--- src/rtl/fetch_unit_pkg.sv ---
// Shared constants for the instruction-fetch stage of the multicycle MIPS32 core.
package fetch_unit_pkg;

  localparam int          OP_WIDTH     = 6;
  localparam int          FUNCT_WIDTH  = 6;
  localparam logic        TRUE         = 1'b1;
  localparam logic        FALSE        = 1'b0;
  localparam logic [31:0] INST_NOP     = 32'h0000_0000;
  localparam logic [31:0] DEF_RESET_PC = 32'h0000_0000;
  localparam int          DEF_WAIT_MAX = 8;
  localparam int          DEF_WAIT_W   = 4;

  function automatic logic word_aligned(input logic [31:0] addr);
    return (addr[1:0] == 2'b00);
  endfunction

endpackage

--- src/rtl/fetch_unit.sv ---
// Instruction-fetch stage: PC and instruction registers, req/ack read of
// instruction memory with a bounded wait, and decoded instruction fields.
module fetch_unit
  import fetch_unit_pkg::*;
#(
  parameter logic [31:0] RESET_PC = DEF_RESET_PC,
  parameter int          WAIT_MAX = DEF_WAIT_MAX,
  parameter int          WAIT_W   = DEF_WAIT_W
) (
  input  logic                   clk,
  input  logic                   rst,
  input  logic                   if_clk,
  input  logic                   inst_read_en,
  input  logic                   pc_load,
  input  logic [31:0]            pc_next,
  output logic                   imem_req,
  output logic [31:0]            imem_addr,
  input  logic                   imem_ack,
  input  logic [31:0]            imem_rdata,
  output logic [31:0]            pc,
  output logic [31:0]            pc_plus4,
  output logic [31:0]            inst,
  output logic [OP_WIDTH-1:0]    op_code,
  output logic [FUNCT_WIDTH-1:0] funct,
  output logic [4:0]             rs,
  output logic [4:0]             rt,
  output logic [4:0]             rd,
  output logic [15:0]            imm16,
  output logic [25:0]            addr26,
  output logic                   inst_valid,
  output logic                   fetch_busy,
  output logic                   fetch_fault
);

  typedef enum logic {S_IDLE, S_WAIT} state_t;

  localparam logic [WAIT_W-1:0] CNT_LAST = WAIT_W'(WAIT_MAX - 1);

  state_t            state_q, state_d;
  logic [31:0]       pc_q, pc_d;
  logic [31:0]       inst_q, inst_d;
  logic              valid_q, valid_d;
  logic              req_q, req_d;
  logic [31:0]       addr_q, addr_d;
  logic [WAIT_W-1:0] wait_cnt_q, wait_cnt_d;
  logic              redir_q, redir_d;
  logic              fault_q, fault_d;
  logic [31:0]       pc_inc;
  logic              start;

  assign pc_inc = pc_q + 32'd4;
  assign start  = if_clk & inst_read_en;

  always_ff @(posedge clk or negedge rst) begin
    if (!rst) begin
      state_q    <= S_IDLE;
      pc_q       <= RESET_PC;
      inst_q     <= INST_NOP;
      valid_q    <= FALSE;
      req_q      <= FALSE;
      addr_q     <= '0;
      wait_cnt_q <= '0;
      redir_q    <= FALSE;
      fault_q    <= FALSE;
    end else begin
      state_q    <= state_d;
      pc_q       <= pc_d;
      inst_q     <= inst_d;
      valid_q    <= valid_d;
      req_q      <= req_d;
      addr_q     <= addr_d;
      wait_cnt_q <= wait_cnt_d;
      redir_q    <= redir_d;
      fault_q    <= fault_d;
    end
  end

  // redir_q remembers a redirect taken while a fetch is in flight, so the
  // +4 at ack does not clobber the new target.
  always_comb begin
    state_d    = state_q;
    pc_d       = pc_q;
    inst_d     = inst_q;
    valid_d    = valid_q;
    req_d      = req_q;
    addr_d     = addr_q;
    wait_cnt_d = wait_cnt_q;
    redir_d    = redir_q;
    fault_d    = FALSE;
    unique case (state_q)
      S_IDLE: begin
        if (start) begin
          if (word_aligned(pc_q)) begin
            state_d    = S_WAIT;
            req_d      = TRUE;
            addr_d     = pc_q;
            valid_d    = FALSE;
            wait_cnt_d = '0;
            redir_d    = pc_load;
          end else begin
            inst_d  = INST_NOP;
            valid_d = FALSE;
            fault_d = TRUE;
          end
        end
        if (pc_load) pc_d = pc_next;
      end
      S_WAIT: begin
        if (imem_ack) begin
          state_d = S_IDLE;
          inst_d  = imem_rdata;
          valid_d = TRUE;
          req_d   = FALSE;
          redir_d = FALSE;
          if (pc_load)       pc_d = pc_next;
          else if (!redir_q) pc_d = pc_inc;
        end else if (wait_cnt_q == CNT_LAST) begin
          state_d = S_IDLE;
          req_d   = FALSE;
          inst_d  = INST_NOP;
          valid_d = FALSE;
          fault_d = TRUE;
          redir_d = FALSE;
          if (pc_load) pc_d = pc_next;
        end else begin
          wait_cnt_d = wait_cnt_q + 1'b1;
          if (pc_load) begin
            pc_d    = pc_next;
            redir_d = TRUE;
          end
        end
      end
      default: state_d = S_IDLE;
    endcase
  end

  always_comb begin
    imem_req    = req_q;
    imem_addr   = addr_q;
    pc          = pc_q;
    pc_plus4    = pc_inc;
    inst        = inst_q;
    op_code     = inst_q[31:26];
    funct       = inst_q[5:0];
    rs          = inst_q[25:21];
    rt          = inst_q[20:16];
    rd          = inst_q[15:11];
    imm16       = inst_q[15:0];
    addr26      = inst_q[25:0];
    inst_valid  = valid_q;
    fetch_busy  = (state_q == S_WAIT);
    fetch_fault = fault_q;
  end

endmodule

--- config.mk ---
export PLATFORM = sky130hd
export DESIGN_NAME = fetch_unit
export DESIGN_NICKNAME = d
export VERILOG_FILES = /design/src/rtl/fetch_unit_pkg.sv /design/src/rtl/fetch_unit.sv
export SDC_FILE = /design/constraint.sdc
export NUM_CORES = 1
export LEC_CHECK = 0
export CORE_ASPECT_RATIO = 1.4
export CORE_MARGIN = 2
export CORE_UTILIZATION = 42
export CTS_BUF_LIST = sky130_fd_sc_hd__clkbuf_4
export DETAILED_ROUTE_END_ITERATION = 8
export GPL_TIMING_DRIVEN = 0
export PLACE_DENSITY = 0.83
export SLEW_MARGIN = 20
export SYNTH_ARGS = -nofsm -noshare
export SYNTH_HDL_FRONTEND = slang
export SYNTH_SLANG_ARGS = --single-unit
--- constraint.sdc ---
create_clock -name clk -period 2.9 [get_ports clk]
set_clock_uncertainty 0.1 [all_clocks]
set_input_delay 0.725 -clock clk [delete_from_list [all_inputs] [get_ports clk]]
set_output_delay 0.725 -clock clk [all_outputs]
set_load 0.03 [all_outputs]
==> flow_metrics.env, run 1 <==
export IMPL_grt_pass1_wl_mm=28.7
export IMPL_relSlewSlack_pct=52.9
export IMPL_synth_fp_nets=604
export IMPL_switching_power_mw=2.22
export IMPL_r2r_end="imem_addr[23]$_DFFE_PN0P_"
export IMPL_port_buffers=269
export IMPL_cts_max_level=3
export IMPL_power_frac_seq_pct=36.9
export IMPL_grt_use_total_pct=26.1
export IMPL_hold_slack_ns=0.0671
export IMPL_grt_max_degree=55
export IMPL_slew_violations=0
export IMPL_power_frac_comb_pct=48.1
export IMPL_synth_cells=532
export IMPL_drive_gt1_share_pct=28.3
export IMPL_endpoint="pc_plus4[20]"
export IMPL_top_level_ports=271
export IMPL_numCtsBuffers=9
export IMPL_root_buffer="clkbuf_4"
export IMPL_setup_slack_ns=-0.203
export IMPL_die_h_um=140
export IMPL_ff2ff_path_depth=5
export IMPL_die_x_um=101
export IMPL_antenna_left=0
export IMPL_core_rowCount=49
export IMPL_hpwl_mm=14.1
export IMPL_worstPathMaxFanout=4
export IMPL_drc=0
export IMPL_fin_crit_ns=3.10
export IMPL_wl_met3_mm=1.88
export IMPL_startpoint="pc[2]$_DFFE_PN0P_"
export IMPL_failed_checks="negative setup slack"
export IMPL_fin_crit_sh_pct=107
export IMPL_ir_drop_mv=0.351
export IMPL_place_congestion=0.892
export IMPL_final_area_sq_um=9060
export IMPL_synth_seq_cells=105
export IMPL_dr_pass1_iters=4
export IMPL_critPathArrivalTime_ns=2.28
export IMPL_clock_latency_ns=0.48
export IMPL_crit_path_end_kind="primary output"
export IMPL_cp_required_ns=2.08
export IMPL_cts_tree="built"
export IMPL_switching_share_pct=40.8
export IMPL_initial_utilization_pct=43.2
export IMPL_setup_violations=23
export IMPL_viasPerCell=5.28
export IMPL_synth_area_sq_um=5560
export IMPL_vias=5236
export IMPL_dr_wl_met2_mm=9.95
export IMPL_grt_pass1_vias=5201
export IMPL_clock_sinks=105
export IMPL_critPathKind="reg2out"
export IMPL_rsz0062_at_grt="true"
export IMPL_power_share_clock_pct=15.0
export IMPL_drtIter0Drc=194
export IMPL_wl_per_cell_um=19.2
export IMPL_finalHoldViolCount=0
export IMPL_clk_pin_slew_ns=0.19
export IMPL_worstSetupStartpointType="flip-flop"
export IMPL_power_density_nw_per_um2=600
export IMPL_top_layer="met4"
export IMPL_area_growth_pct=62.9
export IMPL_die_area_sq_um=14200
export IMPL_ctsHoldBuffers=0
export IMPL_place_area_sq_um=8490
export IMPL_design_core_area_sq_um=12900
export IMPL_p_total_mw=5.43
export IMPL_clockBufferDepth=2
export IMPL_ys_seq_area_share_pct=47.3
export IMPL_worstMarginPinSlew_ns=0.704
export IMPL_syn_area_per_cell_sq_um=10.4
export IMPL_p_int_mw=3.22
export IMPL_max_freq_mhz=322
export IMPL_ys_warnings_count=0
export IMPL_routed_wl_mm=19.1
export IMPL_synth_distinct_cells=41
export IMPL_met1Wirelength_mm=6.74
export IMPL_status="finished with violations"
export IMPL_antenna_found_initial=1
export IMPL_rrSetupSlack_ns=0.50
export IMPL_r2r_start="pc[1]$_DFFE_PN0P_"
export IMPL_cap_violations=0
export IMPL_hold_class="in2async"
export IMPL_p_leak_nw=4.03
export IMPL_overflow=0
export IMPL_fin_nets=905
==> synthesized netlist by cell type <==
library cell,count,area (sq um)
dfrtp_1,105,2630
buf_4,72,541
nand2_1,52,195
mux2_2,33,372
o21ai_0,33,165
a22o_1,32,280
xnor2_1,28,245
xor2_1,26,228
nand4_1,21,131
nor2_1,19,71.3
clkbuf_1,18,67.6
nand3_1,14,70.1
buf_2,12,60.1
inv_1,10,37.5
nor3_1,7,35.0
a21oi_1,6,30.0
mux2i_1,5,50.1
and2_1,4,25.0
and3_1,4,25.0
nor2b_1,4,25.0
nor4_1,3,18.8
and4_1,2,17.5
ha_1,2,25.0
nand2b_1,2,12.5
o21ai_1,2,10.0
a2111oi_0,1,8.76
a211oi_1,1,7.51
a21o_1,1,7.51
a221o_1,1,10.0
a221oi_1,1,8.76
and3b_1,1,8.76
and4bb_2,1,12.5
nand3_4,1,17.5
nand4_2,1,12.5
nand4_4,1,21.3
nor3_2,1,10.0
nor3_4,1,16.3
nor4_4,1,21.3
o21a_1,1,7.51
or2_2,1,6.26
xnor2_2,1,16.3
==> power groups by stage <==
stage                     clock [mW]  sequential, mW  combinational [mW]
after CTS                      0.830            2.00                2.59
after global placement             0            2.00                2.52
after floorplan                    0            2.48               0.933
after detailed placement           0            2.02                2.57
after global routing           0.886            2.05                2.73
final                          0.814            2.00                2.62
==> layout make-up <==
cell class | instances | area (sq um)
Sequential cell | 105 | 2640
Tap cell | 153 | 191
Antenna cell | 1 | 2.50
Timing Repair Buffer | 295 | 2900
Buffer | 97 | 678
Inverter | 10 | 40.0
Clock inverter | 7 | 78.8
Multi-Input combinational cell | 315 | 2460
Fill cell | 965 | 3820
Clock buffer | 9 | 67.6
==> routing by layer <==
metal	GRT usage, %	vias up
li1	-	2361
met1	28.8	2554
met2	45.4	275
met3	9.23	46
met4	9.82	0
met5	0	-
==> worst max-delay path, stage by stage (launching register included) <==
cell     delay, ns
dfrtp_1       0.45
buf_6         0.12
ha_4          0.16
buf_4         0.12
and4_4        0.27
and3_4        0.25
nand2_2       0.07
xnor2_1       0.16
buf_4         0.18
==> state kept, by name, indices dropped and copies added, names as in the netlist <==
| name | count |
|---|---|
| inst_valid | 1 |
| imem_req | 1 |
| pc | 32 |
| fetch_fault | 1 |
| redir_q | 1 |
| fetch_busy | 1 |
| inst | 32 |
| wait_cnt_q | 4 |
| imem_addr | 32 |
==> logic make-up after synthesis <==
logic type                 Yosys count  synth area share (%)
adders and majority gates            2                 0.450
xor gates and xnor gates            55                  8.80
AOI/OAI and AO/OA                   79                  9.64
and+or+nand+nor                    141                  13.6
buffers and inverters              112                  12.7
muxes                               38                  7.59
DFF                                105                  47.3
==> cell usage in the layout, fill, tap and decap left out, types with 2 or more instances in the layout <==
cell / count
a21oi_1: 6
a22o_1: 32
and2_1: 3
and3_1: 2
and3_4: 2
and4_4: 2
buf_2: 6
buf_4: 106
buf_6: 19
clkbuf_1: 15
clkbuf_4: 10
clkdlybuf4s50_1: 240
clkinv_4: 3
dfrtp_1: 94
dfrtp_2: 11
dlygate4sd2_1: 2
inv_1: 9
inv_6: 2
mux2_2: 33
mux2i_1: 5
nand2_1: 44
nand2_2: 3
nand2_4: 5
nand2b_1: 2
nand3_1: 12
nand3_4: 3
nand4_1: 21
nand4_4: 2
nor2_1: 15
nor2_2: 3
nor2b_1: 4
nor3_1: 6
nor3_4: 2
nor4_4: 2
o21ai_0: 33
o21ai_1: 2
xnor2_1: 19
xnor2_2: 10
xor2_1: 25
==> worst min path at each step <==
stage                     cells after the start  slack, ns                  endpoint
after global routing                          1       0.07  imem_addr[8]$_DFFE_PN0P_
after CTS                                     1       0.08  imem_addr[8]$_DFFE_PN0P_
final                                         1       0.07  imem_addr[8]$_DFFE_PN0P_
after detailed placement                      1       0.39  imem_addr[4]$_DFFE_PN0P_
after floorplan                               0       0.33      fetch_busy$_DFF_PN0_
after global placement                        1       0.38  imem_addr[0]$_DFFE_PN0P_
==> stage by stage <==
step / TNS (ns) / worst slack, ns / util [%] / instances
after floorplan: 0 / 0.0135 / - / 532
after CTS: -1.54 / -0.172 / 68.8 / 983
after global placement: -320.08 / -2.98 / 65.7 / 954
final: -2.29 / -0.203 / 70.3 / 992
after global routing: -4.81 / -0.278 / 70.3 / 992
after detailed placement: -9.67 / -0.554 / 65.9 / 955
==> what timing repair did <==
| action | 4_1_cts | 5_1_grt |
|---|---|---|
| gates resized for setup | 195 | 52 |
| endpoints found under the setup margin | 28 | 27 |
| setup buffers | 14 | 11 |
| cloned | 0 | 0 |
| pin swaps | 13 | 12 |
Power figures use the tool's default switching activity.
==> run 2, diff against run 1 <==
--- a/config.mk
+++ b/config.mk
@@ -6,7 +6,6 @@
 export NUM_CORES = 1
 export LEC_CHECK = 0
 export CORE_ASPECT_RATIO = 1.4
-export CORE_MARGIN = 2
 export CORE_UTILIZATION = 42
 export CTS_BUF_LIST = sky130_fd_sc_hd__clkbuf_4
 export DETAILED_ROUTE_END_ITERATION = 8
==> run 2 against run 1 <==
Net effect: the flow still finishes with violations (negative setup slack); largest power group unchanged; clock power about the same; critical path type unchanged; non-clock buffer count increased by 22; cell area increased by 1.8%; sequential cell count unchanged; maximum frequency increased by 1.2%.
==> flow_metrics.env, run 2 (synthesis results as in run 1) <==
export IMPL_status="finished with violations"
export IMPL_failed_checks="negative setup slack"
export IMPL_dp_cells=955
export IMPL_crit_path_end_kind="primary output"
export IMPL_clockBufferDepth=2
export IMPL_fin_crit_ns=3.07
export IMPL_numCtsBuffers=9
export IMPL_relSlewSlack_pct=60.2
export IMPL_r2r_start="pc[1]$_DFFE_PN0P_"
export IMPL_layoutNonFillerInstCount=1014
export IMPL_hold_class="in2async"
export IMPL_port_buffers=269
export IMPL_path_cells="buf_6 > nand4_1 > nor3_4 > and2_4 > nand2_2 > xnor2_2 > buf_6"
export IMPL_grt_pass1_wl_mm=28.7
export IMPL_place_congestion=0.883
export IMPL_dr_pass1_iters=4
export IMPL_final_common_cell="clkdlybuf4s50_1"
export IMPL_worstPathMaxFanout=5
export IMPL_pre_cts_ws_ns=-0.512
export IMPL_core_rowCount=49
export IMPL_worstSetupStartpointType="flip-flop"
export IMPL_overflow=0
export IMPL_setup_violations=18
export IMPL_crit_path_frequent_cell="buf_6"
export IMPL_cap_violations=0
export IMPL_clock_sinks=105
export IMPL_startpoint="pc[7]$_DFFE_PN0P_"
export IMPL_drive_gt1_share_pct=30.6
export IMPL_hold_slack_ns=0.0570
export IMPL_final_core_util_pct=71.6
export IMPL_root_buffer="clkbuf_4"
export IMPL_viasPerCell=5.23
export IMPL_worstMarginPinSlew_ns=0.582
export IMPL_critPathArrivalTime_ns=2.24
export IMPL_finalHoldViolCount=0
export IMPL_area_growth_pct=65.9
export IMPL_cts_tree="built"
export IMPL_top_level_ports=271
export IMPL_wl_per_cell_um=18.7
export IMPL_antenna_found_initial=1
export IMPL_cpPeakStageDelay_ns=0.41
export IMPL_layout_common_cells="clkdlybuf4s50_1, buf_4, dfrtp_1, nand2_1"
export IMPL_max_freq_mhz=326
export IMPL_grt_use_total_pct=27.1
export IMPL_grt_pass1_vias=5331
export IMPL_ctsHoldBuffers=0
export IMPL_die_x_um=99.2
export IMPL_clk_pin_slew_ns=0.17
export IMPL_power_density_nw_per_um2=590
export IMPL_grt_max_degree=56
export IMPL_die_h_um=138
export IMPL_initial_utilization_pct=43.2
export IMPL_place_area_sq_um=8490
export IMPL_critPathKind="reg2out"
export IMPL_cp_required_ns=2.08
export IMPL_drc=0
export IMPL_hpwl_mm=13.9
export IMPL_rsz0062_at_grt="true"
export IMPL_fin_setup_tns_ns=-1.23
export IMPL_fillerInstances=910
export IMPL_p_leak_nw=4.08
export IMPL_drtIter0Drc=186
export IMPL_cts_max_level=3
export IMPL_routed_wl_mm=19.0
export IMPL_final_area_sq_um=9220
export IMPL_design_core_area_sq_um=12900
export IMPL_vias=5305
export IMPL_ir_drop_mv=0.427
export IMPL_setup_slack_ns=-0.166
export IMPL_die_area_sq_um=13700
export IMPL_critPathSlowestCell="dfrtp_1"
export IMPL_p_total_mw=5.44
export IMPL_clock_latency_ns=0.49
export IMPL_fin_crit_sh_pct=106
export IMPL_antenna_left=0
export IMPL_slew_violations=0
export IMPL_fin_nets=927
run 2: cell type report:
class / count / area, sq um / area share (%)
Antenna cell: 1 / 2.50 / 0.0271
Buffer: 97 / 678 / 7.35
Clock buffer: 9 / 67.6 / 0.733
Clock inverter: 7 / 76.3 / 0.828
Inverter: 10 / 37.5 / 0.407
Multi-Input combinational cell: 315 / 2440 / 26.5
Sequential cell: 105 / 2650 / 28.7
Tap cell: 153 / 191 / 2.08
Timing Repair Buffer: 317 / 3070 / 33.3
run 2: critical path, delay by kind of cell (launching register included):
| kind | cells | cell delay [ns] |
|---|---|---|
| buffers and inverters | 2 | 0.28 |
| and+or+nand+nor | 4 | 0.84 |
| DFF | 1 | 0.41 |
| xor gates and xnor gates | 1 | 0.21 |
run 2: metal layers:
metal / part of all wire, % / track usage, % / vias to the layer above
met1: 35 / 28.7 / 2622
met4: 2.8 / 11.7 / 0
li1: - / - / 2405
met3: 8.1 / 8.34 / 45
met5: 0 / 0 / -
met2: 54 / 48.8 / 233
run 2: path summary, 6_finish.rpt:
check                                       endpoint  slack, ns  cells after the start
max in group asynchronous         pc[24]$_DFFE_PN0P_       1.97                      2
hold reg to reg            imem_addr[23]$_DFFE_PN0P_       0.43                      1
min in group clk           imem_addr[23]$_DFFE_PN0P_       0.43                      1
hold / removal              imem_addr[9]$_DFFE_PN0P_       0.06                      1
setup / recovery                        pc_plus4[29]      -0.17                      7
setup reg to reg           imem_addr[19]$_DFFE_PN0P_       0.69                      5
run 2: timing repair:
action | CTS | global route
setup buffers | 20 | 28
hold endpoints to repair | 0 | 0
gates resized for setup | 197 | 45
pin swaps | 17 | 21
endpoints found under the setup margin | 28 | 25
run 2: power breakdown:
part,internal (mW),switching (mW)
clock,0.271,0.545
sequential,1.74,0.269
combinational,1.22,1.40
total,3.23,2.21
